File: src/rtl/lfo_pkg.sv
// lfo_pkg: shared types and constants for the multi-channel LFO.
//   lfo_mode_t  - per-channel waveform select (triangle, saw, square, hold)
//   div_state_t - states of the shared round-robin step divider
//   LFO_*_DEFAULT - default waveform bounds
//   idx_width() - width of a channel index (at least 1 bit)
`timescale 1ns/1ps
package lfo_pkg;

    typedef enum logic [1:0] {
        LFO_TRI  = 2'd0,
        LFO_SAW  = 2'd1,
        LFO_SQR  = 2'd2,
        LFO_HOLD = 2'd3
    } lfo_mode_t;

    typedef enum logic [1:0] {
        DIV_LOAD  = 2'd0,
        DIV_RUN   = 2'd1,
        DIV_WRITE = 2'd2
    } div_state_t;

    localparam int LFO_MIN_DEFAULT = 16384;
    localparam int LFO_MAX_DEFAULT = 32768;

    function automatic int idx_width(input int n);
        return (n > 1) ? $clog2(n) : 1;
    endfunction

endpackage

File: src/rtl/lfo_step_div.sv
// lfo_step_div: sequential restoring divider, one quotient bit per cycle.
//   clk, rst      - clock, asynchronous active-low reset
//   start         - load dividend/divisor and begin a division
//   dividend      - numerator (snapshotted on start)
//   divisor       - denominator (snapshotted on start); 0 yields quotient 0
//   done          - high for one cycle once the quotient is complete,
//                   LEN_W cycles after the start cycle
//   quotient      - result, stable from done until the next start
`timescale 1ns/1ps
module lfo_step_div #(
    parameter int LEN_W = 32
) (
    input  logic             clk,
    input  logic             rst,
    input  logic             start,
    input  logic [LEN_W-1:0] dividend,
    input  logic [LEN_W-1:0] divisor,
    output logic             done,
    output logic [LEN_W-1:0] quotient
);

    localparam int CNT_W = $clog2(LEN_W + 1);

    logic [LEN_W-1:0] rem;
    logic [LEN_W-1:0] quo;
    logic [LEN_W-1:0] dsr;
    logic [CNT_W-1:0] cnt;
    logic             busy;
    logic [LEN_W:0]   shifted;
    logic [LEN_W:0]   trial;

    // Dividend bits are shifted out of quo from the top while quotient
    // bits are shifted in at the bottom, so one register serves both.
    assign shifted = {rem, quo[LEN_W-1]};
    assign trial   = shifted - {1'b0, dsr};

    always_ff @(posedge clk or negedge rst) begin
        if (!rst) begin
            rem  <= '0;
            quo  <= '0;
            dsr  <= '0;
            cnt  <= '0;
            busy <= 1'b0;
            done <= 1'b0;
        end else begin
            done <= 1'b0;
            if (start) begin
                rem  <= '0;
                quo  <= dividend;
                dsr  <= divisor;
                cnt  <= CNT_W'(LEN_W);
                busy <= 1'b1;
            end else if (busy) begin
                if (shifted >= {1'b0, dsr}) begin
                    rem <= trial[LEN_W-1:0];
                    quo <= {quo[LEN_W-2:0], 1'b1};
                end else begin
                    rem <= shifted[LEN_W-1:0];
                    quo <= {quo[LEN_W-2:0], 1'b0};
                end
                cnt <= cnt - CNT_W'(1);
                if (cnt == CNT_W'(1)) begin
                    busy <= 1'b0;
                    done <= 1'b1;
                end
            end
        end
    end

    // A zero divisor makes every trial subtraction succeed (all-ones
    // quotient); report 0 so a zero period freezes the channel.
    assign quotient = (dsr == '0) ? '0 : quo;

endmodule

File: src/rtl/lfo_multi.sv
// lfo_multi: multi-channel bounded LFO (triangle / rising saw / square).
//   clk, rst    - clock, asynchronous active-low reset
//   clk_en      - tick strobe; waveforms advance only on ticks
//   period      - per-channel half-period in ticks (0 = frozen)
//   mode        - per-channel lfo_mode_t (3 = frozen)
//   sync        - per-channel restart to MIN_VALUE, rising
//   out         - per-channel registered waveform value
//   dir         - per-channel direction, 1 = rising
//   wrap        - one-cycle pulse on reversal at MAX or saw wrap
//   step_valid  - sticky, set once the channel's first step is written
// A single divider computes step = RANGE / period for each channel in turn
// (LEN_W+2 cycles per channel), so every channel's step refreshes with a
// fixed latency of CHANNELS*(LEN_W+2) cycles. LEN_W must be >= WIDTH.
`timescale 1ns/1ps
module lfo_multi
    import lfo_pkg::*;
#(
    parameter int CHANNELS  = 2,
    parameter int WIDTH     = 16,
    parameter int LEN_W     = 32,
    parameter int MIN_VALUE = LFO_MIN_DEFAULT,
    parameter int MAX_VALUE = LFO_MAX_DEFAULT
) (
    input  logic                           clk,
    input  logic                           rst,
    input  logic                           clk_en,
    input  logic [CHANNELS-1:0][LEN_W-1:0] period,
    input  logic [CHANNELS-1:0][1:0]       mode,
    input  logic [CHANNELS-1:0]            sync,
    output logic [CHANNELS-1:0][WIDTH-1:0] out,
    output logic [CHANNELS-1:0]            dir,
    output logic [CHANNELS-1:0]            wrap,
    output logic [CHANNELS-1:0]            step_valid
);

    localparam int RANGE = MAX_VALUE - MIN_VALUE;
    localparam int IDX_W = idx_width(CHANNELS);
    localparam int CNT_W = $clog2(LEN_W + 1);

    localparam logic [WIDTH-1:0]        MIN_W   = WIDTH'(MIN_VALUE);
    localparam logic [WIDTH-1:0]        MAX_W   = WIDTH'(MAX_VALUE);
    localparam logic [WIDTH-1:0]        RANGE_W = WIDTH'(RANGE);
    localparam logic [LEN_W-1:0]        RANGE_L = LEN_W'(RANGE);
    localparam logic signed [WIDTH+1:0] MIN_S   = (WIDTH+2)'(MIN_VALUE);
    localparam logic signed [WIDTH+1:0] MAX_S   = (WIDTH+2)'(MAX_VALUE);

    // ---------------- shared divider scheduler ----------------
    div_state_t       state;
    logic [IDX_W-1:0] idx;
    logic [CNT_W-1:0] run_cnt;
    logic             div_start;
    logic             div_done;
    logic [LEN_W-1:0] div_q;
    logic [WIDTH-1:0] step_new;

    assign div_start = (state == DIV_LOAD);

    always_ff @(posedge clk or negedge rst) begin
        if (!rst) begin
            state   <= DIV_LOAD;
            idx     <= '0;
            run_cnt <= '0;
        end else begin
            case (state)
                DIV_LOAD: begin
                    state   <= DIV_RUN;
                    run_cnt <= '0;
                end
                DIV_RUN: begin
                    run_cnt <= run_cnt + CNT_W'(1);
                    if (run_cnt == CNT_W'(LEN_W - 1))
                        state <= DIV_WRITE;
                end
                DIV_WRITE: begin
                    state <= DIV_LOAD;
                    idx   <= (idx == IDX_W'(CHANNELS - 1)) ? '0 : idx + IDX_W'(1);
                end
                default: state <= DIV_LOAD;
            endcase
        end
    end

    lfo_step_div #(.LEN_W(LEN_W)) u_div (
        .clk      (clk),
        .rst      (rst),
        .start    (div_start),
        .dividend (RANGE_L),
        .divisor  (period[idx]),
        .done     (div_done),
        .quotient (div_q)
    );

    // A period of 1 would otherwise give step = RANGE exactly; anything
    // larger (impossible today, but cheap to guard) clamps to RANGE.
    assign step_new = (div_q > RANGE_L) ? RANGE_W : div_q[WIDTH-1:0];

    // ---------------- per-channel phase engines ----------------
    for (genvar c = 0; c < CHANNELS; c++) begin : g_ch
        logic [WIDTH-1:0]        step_q;
        logic [WIDTH-1:0]        phase_q;
        logic [WIDTH-1:0]        phase_nx;
        logic [WIDTH-1:0]        out_q;
        logic [WIDTH-1:0]        out_nx;
        logic                    dir_q;
        logic                    dir_nx;
        logic                    wrap_q;
        logic                    wrap_nx;
        logic                    sv_q;
        logic                    step_wr;
        logic                    advance;
        logic signed [WIDTH+1:0] n;
        lfo_mode_t               md;

        assign md      = lfo_mode_t'(mode[c]);
        assign step_wr = (state == DIV_WRITE) && div_done && (idx == IDX_W'(c));
        assign advance = clk_en && sv_q && (step_q != '0) && (md != LFO_HOLD);

        // Saw always climbs, even if the channel was falling when the mode
        // switched, so it continues upward from the current phase.
        assign n = (dir_q || md == LFO_SAW)
                 ? $signed({2'b00, phase_q}) + $signed({2'b00, step_q})
                 : $signed({2'b00, phase_q}) - $signed({2'b00, step_q});

        always_comb begin
            phase_nx = phase_q;
            dir_nx   = dir_q;
            wrap_nx  = 1'b0;
            if (sync[c]) begin
                phase_nx = MIN_W;
                dir_nx   = 1'b1;
            end else if (advance) begin
                if (md == LFO_SAW) begin
                    dir_nx = 1'b1;
                    if (n >= MAX_S) begin
                        phase_nx = MIN_W;
                        wrap_nx  = 1'b1;
                    end else begin
                        phase_nx = n[WIDTH-1:0];
                    end
                end else if (n >= MAX_S) begin
                    // Clamp and reverse on the same tick.
                    phase_nx = MAX_W;
                    dir_nx   = 1'b0;
                    wrap_nx  = 1'b1;
                end else if (n <= MIN_S) begin
                    phase_nx = MIN_W;
                    dir_nx   = 1'b1;
                end else begin
                    phase_nx = n[WIDTH-1:0];
                end
            end
            out_nx = (md == LFO_SQR) ? (dir_nx ? MAX_W : MIN_W) : phase_nx;
        end

        always_ff @(posedge clk or negedge rst) begin
            if (!rst) begin
                step_q  <= '0;
                sv_q    <= 1'b0;
                phase_q <= MIN_W;
                dir_q   <= 1'b1;
                wrap_q  <= 1'b0;
                out_q   <= MIN_W;
            end else begin
                phase_q <= phase_nx;
                dir_q   <= dir_nx;
                wrap_q  <= wrap_nx;
                out_q   <= out_nx;
                if (step_wr) begin
                    step_q <= step_new;
                    sv_q   <= 1'b1;
                end
            end
        end

        assign out[c]        = out_q;
        assign dir[c]        = dir_q;
        assign wrap[c]       = wrap_q;
        assign step_valid[c] = sv_q;
    end

endmodule

File: config.mk
export PLATFORM = sky130hd
export DESIGN_NAME = lfo_multi
export DESIGN_NICKNAME = d
export VERILOG_FILES = /design/src/rtl/lfo_pkg.sv /design/src/rtl/lfo_step_div.sv /design/src/rtl/lfo_multi.sv
export SDC_FILE = /design/constraint.sdc
export NUM_CORES = 1
export LEC_CHECK = 0
export BUFFER_PORTS_ARGS = -buffer_cell sky130_fd_sc_hd__buf_2
export CAP_MARGIN = 20
export CORE_UTILIZATION = 30
export DETAILED_ROUTE_END_ITERATION = 6
export GPL_ROUTABILITY_DRIVEN = 0
export SLEW_MARGIN = 20
export SYNTH_ARGS = -nofsm -noshare
export SYNTH_HDL_FRONTEND = slang
export SYNTH_HIERARCHICAL = 1
export SYNTH_SLANG_ARGS = --single-unit
File: constraint.sdc
create_clock -name clk -period 7.96 [get_ports clk]
set_input_delay 1.194 -clock clk [delete_from_list [all_inputs] [get_ports clk]]
set_output_delay 1.194 -clock clk [all_outputs]
set_load 0.05 [all_outputs]
## After elaboration in Yosys (flattened, before gate mapping)

Index checks and enable logic that the tools add are counted.

| storage, ports and cells | value |
|---|---|
| memory bits (writable) | 0 |
| flip-flop bits (word level) | 215 |
| ROM bits | 0 |
| bits in latches | 0 |
| bits of input ports | 73 |
| logic and storage cells | 121 |
| memories | 0 |
| output and inout bits | 38 |

| cells by class | value |
|---|---|
| shifts and indexed selects | 0 |
| eq/ne operators | 11 |
| $lt $le $gt $ge | 7 |
| add/sub/neg operators | 8 |
| bitwise logic cells | 1 |
| multiplexer cells | 56 |
| $mul | 0 |
| divide/modulo/power cells | 0 |
| reduce and logical (&&, ||, !) cells | 17 |

Operators by type and width:

| cell | count |
|---|---|
| 16-bit 2-to-1 mux | 17 |
| 32-bit 2-to-1 mux | 8 |
| 18-bit by 17-bit greater-or-equal comparator with 1-bit output (second input constant) | 2 |
| 18-bit by 16-bit <= comparator with 1-bit output (second input constant) | 2 |
| 18-bit 2-to-1 mux | 2 |
| 16-bit by 16-bit adder with 17-bit output | 2 |
| 16-bit by 16-bit subtractor with 17-bit output | 2 |
| 33-bit by 32-bit greater-or-equal comparator with 1-bit output | 1 |
| 32-bit by 15-bit > comparator with 1-bit output (second input constant) | 1 |
| 32-bit logical NOT | 1 |
| 16-bit nonzero test | 2 |
| 32-bit subtractor | 1 |
| 1-bit 2-to-1 mux | 24 |
| 6-bit 2-to-1 mux | 2 |
| 6-bit case mux with 2 select lines | 1 |
| 1-bit logical AND | 9 |
| 6-bit by 1-bit adder with 6-bit output (second input constant) | 1 |
| 2-bit by 1-bit == test with 1-bit output (second input constant) | 3 |
| 2-bit == test (second input constant) | 3 |
| 6-bit by 1-bit == test with 1-bit output (second input constant) | 1 |
| 6-bit by 5-bit == test with 1-bit output (second input constant) | 1 |
| 2-bit != test (second input constant) | 3 |
| 6-bit by 1-bit subtractor with 6-bit output (second input constant) | 1 |
| 2-bit case mux with 2 select lines | 1 |
| other kinds (7) | 9 |

## Depth between registers and ports, before layout

Gate-level depths: netlist of the first run.

| depth | value |
|---|---|
| word-level depth | 11 |
| gate-level depth with buffers | 13 |
| mapped depth without buffers | 12 |

## By module

Netlist of the first run, hierarchy kept.

By module, submodules not included:

| module | seq. area each (µm²) | times used | cells an instance | area each (µm²) |
|---|---|---|---|---|
| lfo_multi | 2,785.2 | 1 | 1,049 | 9,061.2 |
| lfo_step_div | 2,602.5 | 1 | 785 | 6,980.4 |

## Worst setup path after synthesis of the first run

OpenSTA, ideal clock, no wires.

| path | value |
|---|---|
| path kind | input port to flip-flop |
| start | in mode[2] (netlist name) |
| end | reg g_ch[1].out_q[14] |
| data arrival time | 3.710 ns |
| library setup time | 0.082 ns |
| data required time | 7.878 ns |
| path slack | 4.168 ns |
| stages | 12 |
| buffers on the path | 3 |
| cell sequence | buf_2 > nor2b_1 > or2_0 > clkbuf_1 > buf_2 > mux2i_1 > o21ai_0 > or3_1 > a211oi_1 > or4b_4 > and3_4 > a211o_1 |

| between the ends | value |
|---|---|
| longest elaborated chain between the ends | 11 |
| elaborated cells on any way between the ends | 21 |
| those cells by class | order compare: 2; eq/ne: 3; mux: 14; reduce/logical: 2 |

Ends and longest elaborated chain:

| what | line | source |
|---|---|---|
| from (decl) | lfo_multi.sv:28 | `input logic [CHANNELS-1:0][1:0] mode,` |
| 2-bit by 1-bit == test with 1-bit output | lfo_multi.sv:120, lfo_multi.sv:132 |  |
| 1-bit logical OR | lfo_multi.sv:120 | `assign n = (dir_q \|\| md == LFO_SAW)` |
| 18-bit 2-to-1 mux | lfo_multi.sv:121 | `? $signed({2'b00, phase_q}) + $signed({2'b00, step_q})` |
| 18-bit by 16-bit <= comparator with 1-bit output | lfo_multi.sv:145 | `end else if (n <= MIN_S) begin` |
| 1-bit 2-to-1 mux | lfo_multi.sv:145 |  |
| 1-bit 2-to-1 mux | lfo_multi.sv:140 | `end else if (n >= MAX_S) begin` |
| 1-bit 2-to-1 mux | lfo_multi.sv:132 | `if (md == LFO_SAW) begin` |
| 1-bit 2-to-1 mux | lfo_multi.sv:131 | `end else if (advance) begin` |
| 1-bit 2-to-1 mux | lfo_multi.sv:128 | `if (sync[c]) begin` |
| 16-bit 2-to-1 mux | lfo_multi.sv:152 | `out_nx = (md == LFO_SQR) ? (dir_nx ? MAX_W : MIN_W) : phase_nx;` |
| 16-bit 2-to-1 mux * | lfo_multi.sv:152 |  |
| named net g_ch[1].out_nx[14] | lfo_multi.sv:103 | `logic [WIDTH-1:0] out_nx;` |
| to (signal assigned) | lfo_multi.sv:167 | `out_q <= out_nx;` |
| to (decl) | lfo_multi.sv:102 | `logic [WIDTH-1:0] out_q;` |

Mark *: on every way through the listed nets, which the timed path passes. The rest lies on a longest branch.
A chain may end at the register's enable or synchronous reset.

## Final worst setup path of the first run

| path | value |
|---|---|
| start | in mode[2] (netlist name) |
| end | reg g_ch[1].out_q[0] |

| between the ends | value |
|---|---|
| longest elaborated chain between the ends | 10 |
| elaborated cells on any way between the ends | 15 |
| those cells by class | order compare: 2; eq/ne: 3; mux: 8; reduce/logical: 2 |

Ends and longest elaborated chain:

| what | line |
|---|---|
| 2-bit by 1-bit == test with 1-bit output | lfo_multi.sv:120, lfo_multi.sv:132 |
| 1-bit logical OR | lfo_multi.sv:120 |
| 18-bit 2-to-1 mux | lfo_multi.sv:121 |
| 18-bit by 16-bit <= comparator with 1-bit output | lfo_multi.sv:145 |
| 16-bit 2-to-1 mux | lfo_multi.sv:145 |
| 16-bit 2-to-1 mux | lfo_multi.sv:140 |
| 16-bit 2-to-1 mux | lfo_multi.sv:132 |
| 16-bit 2-to-1 mux | lfo_multi.sv:131 |
| 16-bit 2-to-1 mux | lfo_multi.sv:128 |
| 16-bit 2-to-1 mux * | lfo_multi.sv:152 |
| named net g_ch[1].out_nx[0] | lfo_multi.sv:103 |

Marked as above.

==> results.cfg, run 1 <==
[outcome]
status = finished clean

[global_routing]
groute.layer.met1.usage_pct = 20.3
globalRouteTotalUtil_pct = 15.8
grt_max_degree = 93
gr_met2_demand_resource_pct = 27.2
grt_remaining_overflow = 0
globalRoute.busiestLayer = met2
vias_in_the_first_global_route = 13490
met3_usage_pct = 1.83
grt_antenna_before_repair = 0
grt_first_pass_wirelength_mm = 70.5

[clock_tree]
post-cts-setup-buffer-count = 0
tritoncts_clock_tree = yes
cts.sink_count = 215
cts_made_buffers = 27
cts.root.buffer_cell = sky130_fd_sc_hd__clkbuf_16
maximum_buffer_depth_of_the_clock_tree = 3
htreeDepth = 1
clock_latency_reported_for_the_late_side_of_the_worst_skew_pair_ns = 0.56
clkSlewWorstSetupHoldPaths_ns = 0.06
post_cts_resize_count = 0
cts-hold-fix-buffers = 0

[sta]
worst_slew_pin_slew_ns = 1.07
slew-limit-headroom_pct = 28.3
setup-tns-final_ns = 0
finalCriticalPeriod_ns = 4.71
setup_violations = 0
worst_slack_ns = 3.25
worst_clock_skew_ns = 0.0196
share_of_the_clock_period_used_by_the_worst_path_after_layout_pct = 59.2
fin_hold_ws_ns = 0.490
finalHoldViolCount = 0
grt_setup_unrepaired = no
finalMaxSlewViolations = 0
achievable-frequency_ghz = 0.212

[yosys]
synth-edff-count = 0
yosysTopAreaCell = sky130_fd_sc_hd__dfrtp_1
ys_dominant_reg_cell = sky130_fd_sc_hd__dfrtp_1
synth_largest_type_area_fraction_pct = 32.6
synth-simple-area-share_pct = 18.8
synth_compound_gate_area_share_pct = 24.2
netlist-cell-type-count = 107
synth_xor_xnor_area_share_pct = 3.00
syn-mean-instance-area_um2 = 8.75
main_combinational_cell_family_by_area_after_synthesis = compound AO/OA/AOI/OAI gates
synth.area.mux_share_pct = 5.58
synth-async-reset-ratio_pct = 100
synth.yosys.warnings = 6
syn-cell-area_um2 = 16000
postSynthRegisterBits = 215
syn-instance-count = 1834
synth_seq_area_share_pct = 33.6
synth_fa_ha_area_share_pct = 8.50
post_synth_main_area_contributors = sky130_fd_sc_hd__dfrtp_1 (33%), sky130_fd_sc_hd__ha_1 (7.9%), sky130_fd_sc_hd__o21ai_0 (5.1%)

[critical_path]
cp.depth = 10
setup.worst_path.end = g_ch[1].out_q[0]
crit-reg2reg-capture = g_ch[0].phase_q[0]
critical_path.n_buffers_inverters = 1
timing.critical_path.from = mode[2]
worstReg2RegStart = g_ch[0].step_q[2]
worst_setup_path_end_kind = flop
crit_path_cell_trace = buf_2 > nor2b_1 > or2_0 > nand2b_1 > a2111oi_0 > o31a_1 > o21ai_1 > a211oi_4 > a32oi_1 > o21ai_0
critical_path_class = input pin to flop
timing.critical_path.fanout_max = 22
worstPathArrival_ns = 5.19
endpoint_required_time_on_the_critical_path_ns = 8.44
worst_reg2reg_setup_slack_ns = 3.68
cpMaxStageDelayCell = sky130_fd_sc_hd__or2_0
critical-path-max-stage-delay_ns = 0.84
crit_family = compound AO/OA/AOI/OAI gates
reg2regPathDepth = 11
critPathLaunchType = input pin

[placed_design]
placed_area_um2 = 17100
port_buffers = 110
detailedPlace.worstSlack_ns = 2.66
dpl.hpwl_mm = 31.5
placed_cells = 2561

[cells_and_area]
areaGrowthSynthToFinish_pct = 12.7
post-route-cell-area_um2 = 18100
layout-drive-gt1-share_pct = 15.5
layoutNonFillerInstCount = 2612
fillCellCount = 5411
final_net_count = 2082
mostFrequentLayoutCell = sky130_fd_sc_hd__dfrtp_1
most-common-layout-cells = sky130_fd_sc_hd__dfrtp_1 (207), sky130_fd_sc_hd__nand2_1 (194), sky130_fd_sc_hd__o21ai_0 (163)
diodes = 0

[floorplan]
fp.dieH_um = 233
design.die.area_um2 = 54400
design.core.area_um2 = 52700
die_w_um = 233
std_cell_rows = 84
io_pins = 111
initial_core_util_pct = 30.5

[routing]
drt_pre_antenna_iters = 5
route.detailed.vias_per_inst = 5.32
post-route-drc-count = 0
antenna_violating_nets_post_route = 0
avgRoutedWirePerCell_um = 16.5
total_vias_in_the_final_route = 13904
routed_wl_mm = 43.2
first_iter_violations = 928

[power]
leakagePower_uw = 0.00812
power.density_nw_per_um2 = 179
power_switching_uw = 1020
vdd_drop_max_uv = 145
switching_share_pct = 31.5
power.sequential.fraction_pct = 37.5
pwr-share-clk_pct = 39.8
internal-power_uw = 2210
comb_power_share_pct = 22.7

[min_path]
holdCritStartpoint = g_ch[0].sv_q
worst_hold_path_type = flop to flop

[run]
maxCapViolCount = 0
## logic make-up (layout without fill, tap and decap cells)
group	Yosys count	count (layout)
AO/OA/AOI/OAI	555	555
XOR/XNOR	55	55
adder cells (fa/ha/maj)	106	106
buffers and inverters	231	291
flip-flops	215	215
multiplexers	85	85
other	2	32
AND/OR/NAND/NOR	585	585
## through the flow
step,utilization [%],power (µW)
floorplan,-,1750
global placement,32.5,1940
detailed placement,32.5,1950
CTS,34.3,3260
global route,34.3,3390
finish,34.3,3230
## synthesized netlist by cell type (all sizes together), types with 8 or more instances
library cell and number:
nor4 41, o31ai 15, nand2 201, a21oi 95, a32o 13, a22o 16, a211oi 40, o2111ai 8
nand4 25, buf 52, mux2i 50, o21ai 173, nor3 34, clkbuf 58, o21bai 14, a32oi 22
a2111oi 9, o211ai 23, or4 10, a311oi 10, ha 101, or3 14, nor2b 53, mux2 35
nor2 101, nand3 18, o21a 12, and2 13, a31oi 17, xor2 19, and3 15, xnor2 36
dfrtp 209, a31o 15, inv 121, or2 13, a21o 19, nand2b 20
## power groups by stage
| stage | sequential (µW) | combinational, µW | clock [µW] |
|---|---|---|---|
| 6_report | 1210 | 733 | 1290 |
| 5_1_grt | 1220 | 807 | 1360 |
| 4_1_cts | 1210 | 725 | 1320 |
| 3_5_place_dp | 1230 | 721 | 0 |
| 3_3_place_gp | 1230 | 714 | 0 |
| 2_1_floorplan | 1250 | 499 | 0 |
## state kept, by name, summed over array words and instances (netlist names)
name,flops
g_ch.out_q,32
g_ch.phase_q,32
g_ch.step_q,32
u_div/dsr,32
u_div/quo,32
u_div/rem,32
run_cnt,6
u_div/cnt,6
g_ch.dir_q,2
g_ch.sv_q,2
g_ch.wrap_q,2
state,2
idx,1
u_div/busy,1
u_div/done,1
## worst min path at each step
stage / slack [ns] / cells after the start / endpoint
after floorplan: 0.46 / 1 / g_ch[1].sv_q
after global placement: 0.49 / 1 / g_ch[1].sv_q
after detailed placement: 0.49 / 1 / g_ch[0].sv_q
after CTS: 0.50 / 1 / g_ch[0].sv_q
after global routing: 0.52 / 1 / g_ch[0].sv_q
final: 0.49 / 1 / g_ch[0].sv_q
## layout make-up
cell class	instances	area (µm²)	share of cell area (%)
clock buffer	38	757	4.19
inverter	121	454	2.51
tap	688	861	4.76
clock inverter	12	174	0.962
sequential	215	5390	29.8
timing repair buffer	120	642	3.55
multi-input combinational	1418	9800	54.2
## metal layers
metal,vias to the layer above,part of all wire (%)
met5,-,0
met4,0,3.3
met3,90,3.3
met2,303,48
met1,6737,45
li1,6774,-
No activity file was read; power rests on OpenSTA's default activity.
==> run 2, diff against run 1 <==
clock period = 4.91 ns   (was 7.96 ns; I/O delays follow)
==> results.cfg, run 2 (synthesis results as in run 1) <==
[cells_and_area]
layoutNonFillerInstCount = 2621
layout-drive-gt1-share_pct = 15.6
final_net_count = 2092
diodes = 0
areaGrowthSynthToFinish_pct = 12.6
most-common-layout-cells = sky130_fd_sc_hd__dfrtp_1 (207), sky130_fd_sc_hd__nand2_1 (194), sky130_fd_sc_hd__o21ai_0 (163)
mostFrequentLayoutCell = sky130_fd_sc_hd__dfrtp_1

[critical_path]
worstPathArrival_ns = 4.56
crit-reg2reg-capture = g_ch[1].out_q[11]
worst_setup_path_end_kind = flop
critical_path_class = flop to flop
worstReg2RegStart = g_ch[1].phase_q[5]
reg2regPathDepth = 10
endpoint_required_time_on_the_critical_path_ns = 5.40
worst_reg2reg_setup_slack_ns = 0.84
timing.critical_path.fanout_max = 15
critPathLaunchType = flop

[global_routing]
grt_max_degree = 109
grt_remaining_overflow = 0
globalRouteTotalUtil_pct = 15.8
grt_first_pass_wirelength_mm = 71.5
grt_antenna_before_repair = 0
vias_in_the_first_global_route = 13812

[routing]
post-route-drc-count = 0
total_vias_in_the_final_route = 13881
drt_pre_antenna_iters = 5
avgRoutedWirePerCell_um = 16.2
routed_wl_mm = 42.5
first_iter_violations = 949
antenna_violating_nets_post_route = 0
route.detailed.vias_per_inst = 5.30

[placed_design]
port_buffers = 110
dpl.hpwl_mm = 31.5
placed_cells = 2573

[sta]
slew-limit-headroom_pct = 34.2
fin_hold_ws_ns = 0.229
achievable-frequency_ghz = 0.245
worst_slew_pin_slew_ns = 0.987
grt_setup_unrepaired = no
finalMaxSlewViolations = 0
share_of_the_clock_period_used_by_the_worst_path_after_layout_pct = 83.0
worst_clock_skew_ns = 0.0168
finalHoldViolCount = 0
finalCriticalPeriod_ns = 4.07
setup_violations = 0
setup-tns-final_ns = 0

[clock_tree]
post-cts-setup-buffer-count = 0
maximum_buffer_depth_of_the_clock_tree = 3
cts_made_buffers = 26
post_cts_resize_count = 0
cts.root.buffer_cell = sky130_fd_sc_hd__clkbuf_16
tritoncts_clock_tree = yes
cts.sink_count = 215
htreeDepth = 1
cts-hold-fix-buffers = 0
clock_latency_reported_for_the_late_side_of_the_worst_skew_pair_ns = 0.55
clkSlewWorstSetupHoldPaths_ns = 0.06

[power]
vdd_drop_max_uv = 227
power.density_nw_per_um2 = 282
leakagePower_uw = 0.00814

[outcome]
status = finished clean

[floorplan]
design.die.area_um2 = 54400
io_pins = 111
design.core.area_um2 = 52700
std_cell_rows = 84
initial_core_util_pct = 30.5
die_w_um = 233
fp.dieH_um = 233

[min_path]
worst_hold_path_type = input pin to async pin

[run]
maxCapViolCount = 0
run 2: cell types whose count changed in the layout (fill, tap and decap cells not counted), moves of 2 or more:
cell / before / now
sky130_fd_sc_hd__buf_4: 9 / 21
sky130_fd_sc_hd__clkbuf_1: 7 / 10
sky130_fd_sc_hd__bufinv_16: 4 / 2
sky130_fd_sc_hd__clkbuf_8: 5 / 3
sky130_fd_sc_hd__clkinvlp_4: 4 / 2
run 2: cell type report:
cell class              count  area, µm²
clock inverters             8       98.8
flip-flops and latches    215       5390
repair buffers            131        718
well taps                 688        861
fillers                  5439      34600
multi-input cells        1418       9780
inverters                 121        454
clock buffers              40        754
run 2: critical path, cell delays in order (launching register included):
cell,delay [ns]
sky130_fd_sc_hd__dfrtp_1,0.45
sky130_fd_sc_hd__ha_1,0.56
sky130_fd_sc_hd__nor3_1,0.14
sky130_fd_sc_hd__a2111oi_4,0.58
sky130_fd_sc_hd__a21oi_1,0.14
sky130_fd_sc_hd__o311ai_0,0.43
sky130_fd_sc_hd__o211ai_1,0.25
sky130_fd_sc_hd__nand3_1,0.13
sky130_fd_sc_hd__nor3b_2,0.53
sky130_fd_sc_hd__o21a_1,0.55
sky130_fd_sc_hd__a31o_2,0.24
run 2: through the flow:
step / utilization [%] / worst slack [ns] / power (µW) / area, µm²
2_1_floorplan: - / 1.56 / 2830 / 16200
3_3_place_gp: 32.7 / 0.847 / 3160 / 17200
3_5_place_dp: 32.7 / 0.748 / 3170 / 17200
4_1_cts: 34.3 / 0.862 / 5140 / 18100
5_1_grt: 34.3 / 0.469 / 5370 / 18100
6_report: 34.3 / 0.835 / 5090 / 18100
run 2: how the worst max path moves through the flow:
stage	startpoint	endpoint	slack [ns]	depth (start not counted)
global placement	mode[0]	g_ch[0].phase_q[6]	0.85	10
global route	g_ch[1].step_q[5]	g_ch[1].out_q[11]	0.47	11
floorplan	g_ch[1].step_q[1]	g_ch[1].out_q[14]	1.56	11
detailed placement	mode[0]	g_ch[0].phase_q[1]	0.75	10
CTS	g_ch[1].phase_q[5]	g_ch[1].out_q[11]	0.86	10
finish	g_ch[1].phase_q[5]	g_ch[1].out_q[11]	0.84	10
run 2: report_power, final:
part | internal [µW] | switching [µW] | total, µW
Sequential | 1860 | 96.2 | 1960
Clock | 1160 | 779 | 1940
Combinational | 443 | 749 | 1190
Total | 3470 | 1620 | 5090
run 2: metal layers:
metal / track usage, % / wire length (µm)
met1: 20.3 / 19000
met4: 4.96 / 1350
met5: 0 / 0
met3: 2.04 / 1620
met2: 27.4 / 20600
==> run 3, diff against run 2 <==
ABC_AREA = 1   (was default)
clock period = 3.8 ns   (was 4.91 ns; I/O delays follow)
==> results.cfg, run 3 <==
[global_routing]
vias_in_the_first_global_route = 15379
globalRouteTotalUtil_pct = 16.4
grt_first_pass_wirelength_mm = 79.3
grt_antenna_before_repair = 1
grt_max_degree = 86
grt_remaining_overflow = 0

[cells_and_area]
layout-drive-gt1-share_pct = 10.5
multi_input_combinational_cell_area_um2 = 9780
fillCellCount = 6253
most-common-layout-cells = sky130_fd_sc_hd__nand2_1 (940), sky130_fd_sc_hd__inv_1 (437), sky130_fd_sc_hd__nor2_1 (244)
diodes = 0
final_util_pct = 34.5
areaGrowthSynthToFinish_pct = 13.3
sequential_cell_area_um2 = 5390
final_net_count = 2977
mostFrequentLayoutCell = sky130_fd_sc_hd__nand2_1

[critical_path]
crit_path_cell_trace = nor4_1 > nand4_1 > nor4_4 > buf_4 > nor2_1 > nor4_1 > nand2_1 > nor4_1 > nand2_2 > nor2_1 > nand2_1 > o21ai_0
worstPathArrival_ns = 3.80
worst_setup_path_end_kind = flop
critPathLaunchType = flop
timing.critical_path.mode_cell = sky130_fd_sc_hd__nor4_1
cp.depth = 12
crit_family = simple AND/OR/NAND/NOR gates
critical_path.n_buffers_inverters = 1
timing.critical_path.fanout_max = 19
critical-path-max-stage-delay_ns = 0.59
critical_path_class = flop to flop
reg2regPathDepth = 12
endpoint_required_time_on_the_critical_path_ns = 4.28
cpMaxStageDelayCell = sky130_fd_sc_hd__nor4_1

[yosys]
synth_most_common_cell = sky130_fd_sc_hd__nand2_1
syn-cell-area_um2 = 17200
ys_dominant_reg_cell = sky130_fd_sc_hd__dfrtp_1
synth-async-reset-ratio_pct = 100
postSynthRegisterBits = 215
syn-instance-count = 2695
synth-edff-count = 0
synth_seq_area_share_pct = 31.3
synth_largest_type_area_fraction_pct = 30.4
netlist-cell-type-count = 55
post_synth_main_area_contributors = sky130_fd_sc_hd__dfrtp_1 (30%), sky130_fd_sc_hd__nand2_1 (21%), sky130_fd_sc_hd__inv_1 (9.5%)
synth.yosys.warnings = 6
syn-mean-instance-area_um2 = 6.39
netlist_top_cells_count = sky130_fd_sc_hd__nand2_1 (941), sky130_fd_sc_hd__inv_1 (437), sky130_fd_sc_hd__nor2_1 (247)
yosysTopAreaCell = sky130_fd_sc_hd__dfrtp_1

[sta]
finalCriticalPeriod_ns = 3.31
slew-limit-headroom_pct = 32.4
fin_hold_ws_ns = -0.0350
achievable-frequency_ghz = 0.302
worst_slew_pin_slew_ns = 1.01
finalMaxSlewViolations = 0
worst_clock_skew_ns = 0.0294
share_of_the_clock_period_used_by_the_worst_path_after_layout_pct = 87.2
finalHoldViolCount = 10
grt_setup_unrepaired = no
setup_violations = 0
setup-tns-final_ns = 0

[clock_tree]
htreeDepth = 1
clkSlewWorstSetupHoldPaths_ns = 0.06
cts.root.buffer_cell = sky130_fd_sc_hd__clkbuf_16
clock_latency_reported_for_the_late_side_of_the_worst_skew_pair_ns = 0.58
cts.sink_count = 215
cts_made_buffers = 27
post-cts-setup-buffer-count = 0
tritoncts_clock_tree = yes
maximum_buffer_depth_of_the_clock_tree = 3

[outcome]
failed_checks = hold timing
status = finished, violations left

[power]
vdd_drop_max_uv = 377
leakagePower_uw = 0.0110
power.density_nw_per_um2 = 387

[floorplan]
fp.dieH_um = 242
std_cell_rows = 87
design.core.area_um2 = 56600
die_w_um = 242
io_pins = 111
design.die.area_um2 = 58400
initial_core_util_pct = 30.4

[min_path]
worst_hold_path_type = input pin to async pin

[routing]
avgRoutedWirePerCell_um = 13.4
drt_pre_antenna_iters = 6
post-route-drc-count = 0
antenna_violating_nets_post_route = 0
first_iter_violations = 1057
routed_wl_mm = 47.9
route.detailed.vias_per_inst = 4.59
total_vias_in_the_final_route = 16395

[placed_design]
dpl.hpwl_mm = 37.3
port_buffers = 110

[run]
maxCapViolCount = 0
run 3: cell types whose count changed after synthesis, moves of 27 or more:
cell,delta
sky130_fd_sc_hd__mux2_2,-33
sky130_fd_sc_hd__nand3_1,+179
sky130_fd_sc_hd__a211oi_1,-38
sky130_fd_sc_hd__nor2_1,+147
sky130_fd_sc_hd__mux2i_1,-50
sky130_fd_sc_hd__o221ai_1,+27
sky130_fd_sc_hd__nand2_2,+34
sky130_fd_sc_hd__o21ai_0,-58
sky130_fd_sc_hd__inv_1,+317
sky130_fd_sc_hd__nor2b_1,-53
sky130_fd_sc_hd__nand2_1,+747
run 3: through the flow:
| step | hold WS (ns) | instances | total power [µW] | setup WS (ns) | area [µm²] |
|---|---|---|---|---|---|
| 6_report | -0.0350 | 3574 | 7550 | 0.487 | 19500 |
| 5_1_grt | 0.0172 | 3574 | 8050 | 0.0869 | 19500 |
| 4_1_cts | 0.00616 | 3574 | 7640 | 0.368 | 19500 |
| 3_5_place_dp | 0.479 | 3525 | 4860 | 0.407 | 18600 |
| 3_3_place_gp | 0.476 | 3524 | 4860 | 0.426 | 18600 |
| 2_1_floorplan | 0.274 | 2725 | 4300 | 1.07 | 17300 |
run 3: power by group:
group          internal (µW)  switching [µW]
logic                    733            1530
clock network           1670            1040
registers               2440             140
total                   4840            2710
run 3: worst paths after layout:
check,from,end,slack [ns]
setup / recovery,u_div/dsr[19],g_ch[1].step_q[10],0.49
hold / removal,rst,g_ch[1].phase_q[10],-0.03
setup reg to reg,u_div/dsr[19],g_ch[1].step_q[10],0.49
hold reg to reg,g_ch[0].sv_q,g_ch[0].sv_q,0.49
max in group asynchronous,rst,g_ch[1].phase_q[14],2.96
min in group clk,period[8],u_div/dsr[8],0.29
run 3: routing by layer:
| metal | GRT usage, % | up-vias | share of wire [%] |
|---|---|---|---|
| met5 | 0 | - | 0.025 |
| met4 | 4.05 | 2 | 2.0 |
| met3 | 1.81 | 70 | 5.1 |
| met2 | 26.3 | 399 | 44 |
| met1 | 23.3 | 7381 | 49 |
| li1 | - | 8543 | - |
run 3: worst reg2reg max path, delay by kind of cell (launching register included):
| family | cells | cell delay, ns |
|---|---|---|
| AO/OA/AOI/OAI | 1 | 0.07 |
| buffers and inverters | 1 | 0.26 |
| flip-flops | 1 | 0.37 |
| AND/OR/NAND/NOR | 10 | 2.52 |
run 3: kinds of logic after synthesis:
kind of cell | count (synthesis) | share of synthesized area [%]
AOI/OAI and AO/OA | 262 | 8.95
xor gates and xnor gates | 15 | 0.763
adders and majority gates | 106 | 7.92
buffers and inverters | 545 | 12.8
DFF | 215 | 31.3
muxes | 2 | 0.131
other | 2 | 0.0436
and+or+nand+nor | 1548 | 38.1
run 3: area by class of cell:
| class | instances | area share [%] |
|---|---|---|
| clock inverter | 10 | 0.801 |
| multi-input combinational | 1965 | 50.1 |
| inverter | 459 | 8.86 |
| sequential | 215 | 27.6 |
| tap | 756 | 4.85 |
| timing repair buffer | 130 | 3.70 |
| clock buffer | 39 | 4.10 |
run 3: repair_timing:
action | 4_1_cts | 5_1_grt
hold buffers | 0 | 0
setup endpoints to repair | 0 | 1
resized for setup | 0 | 1
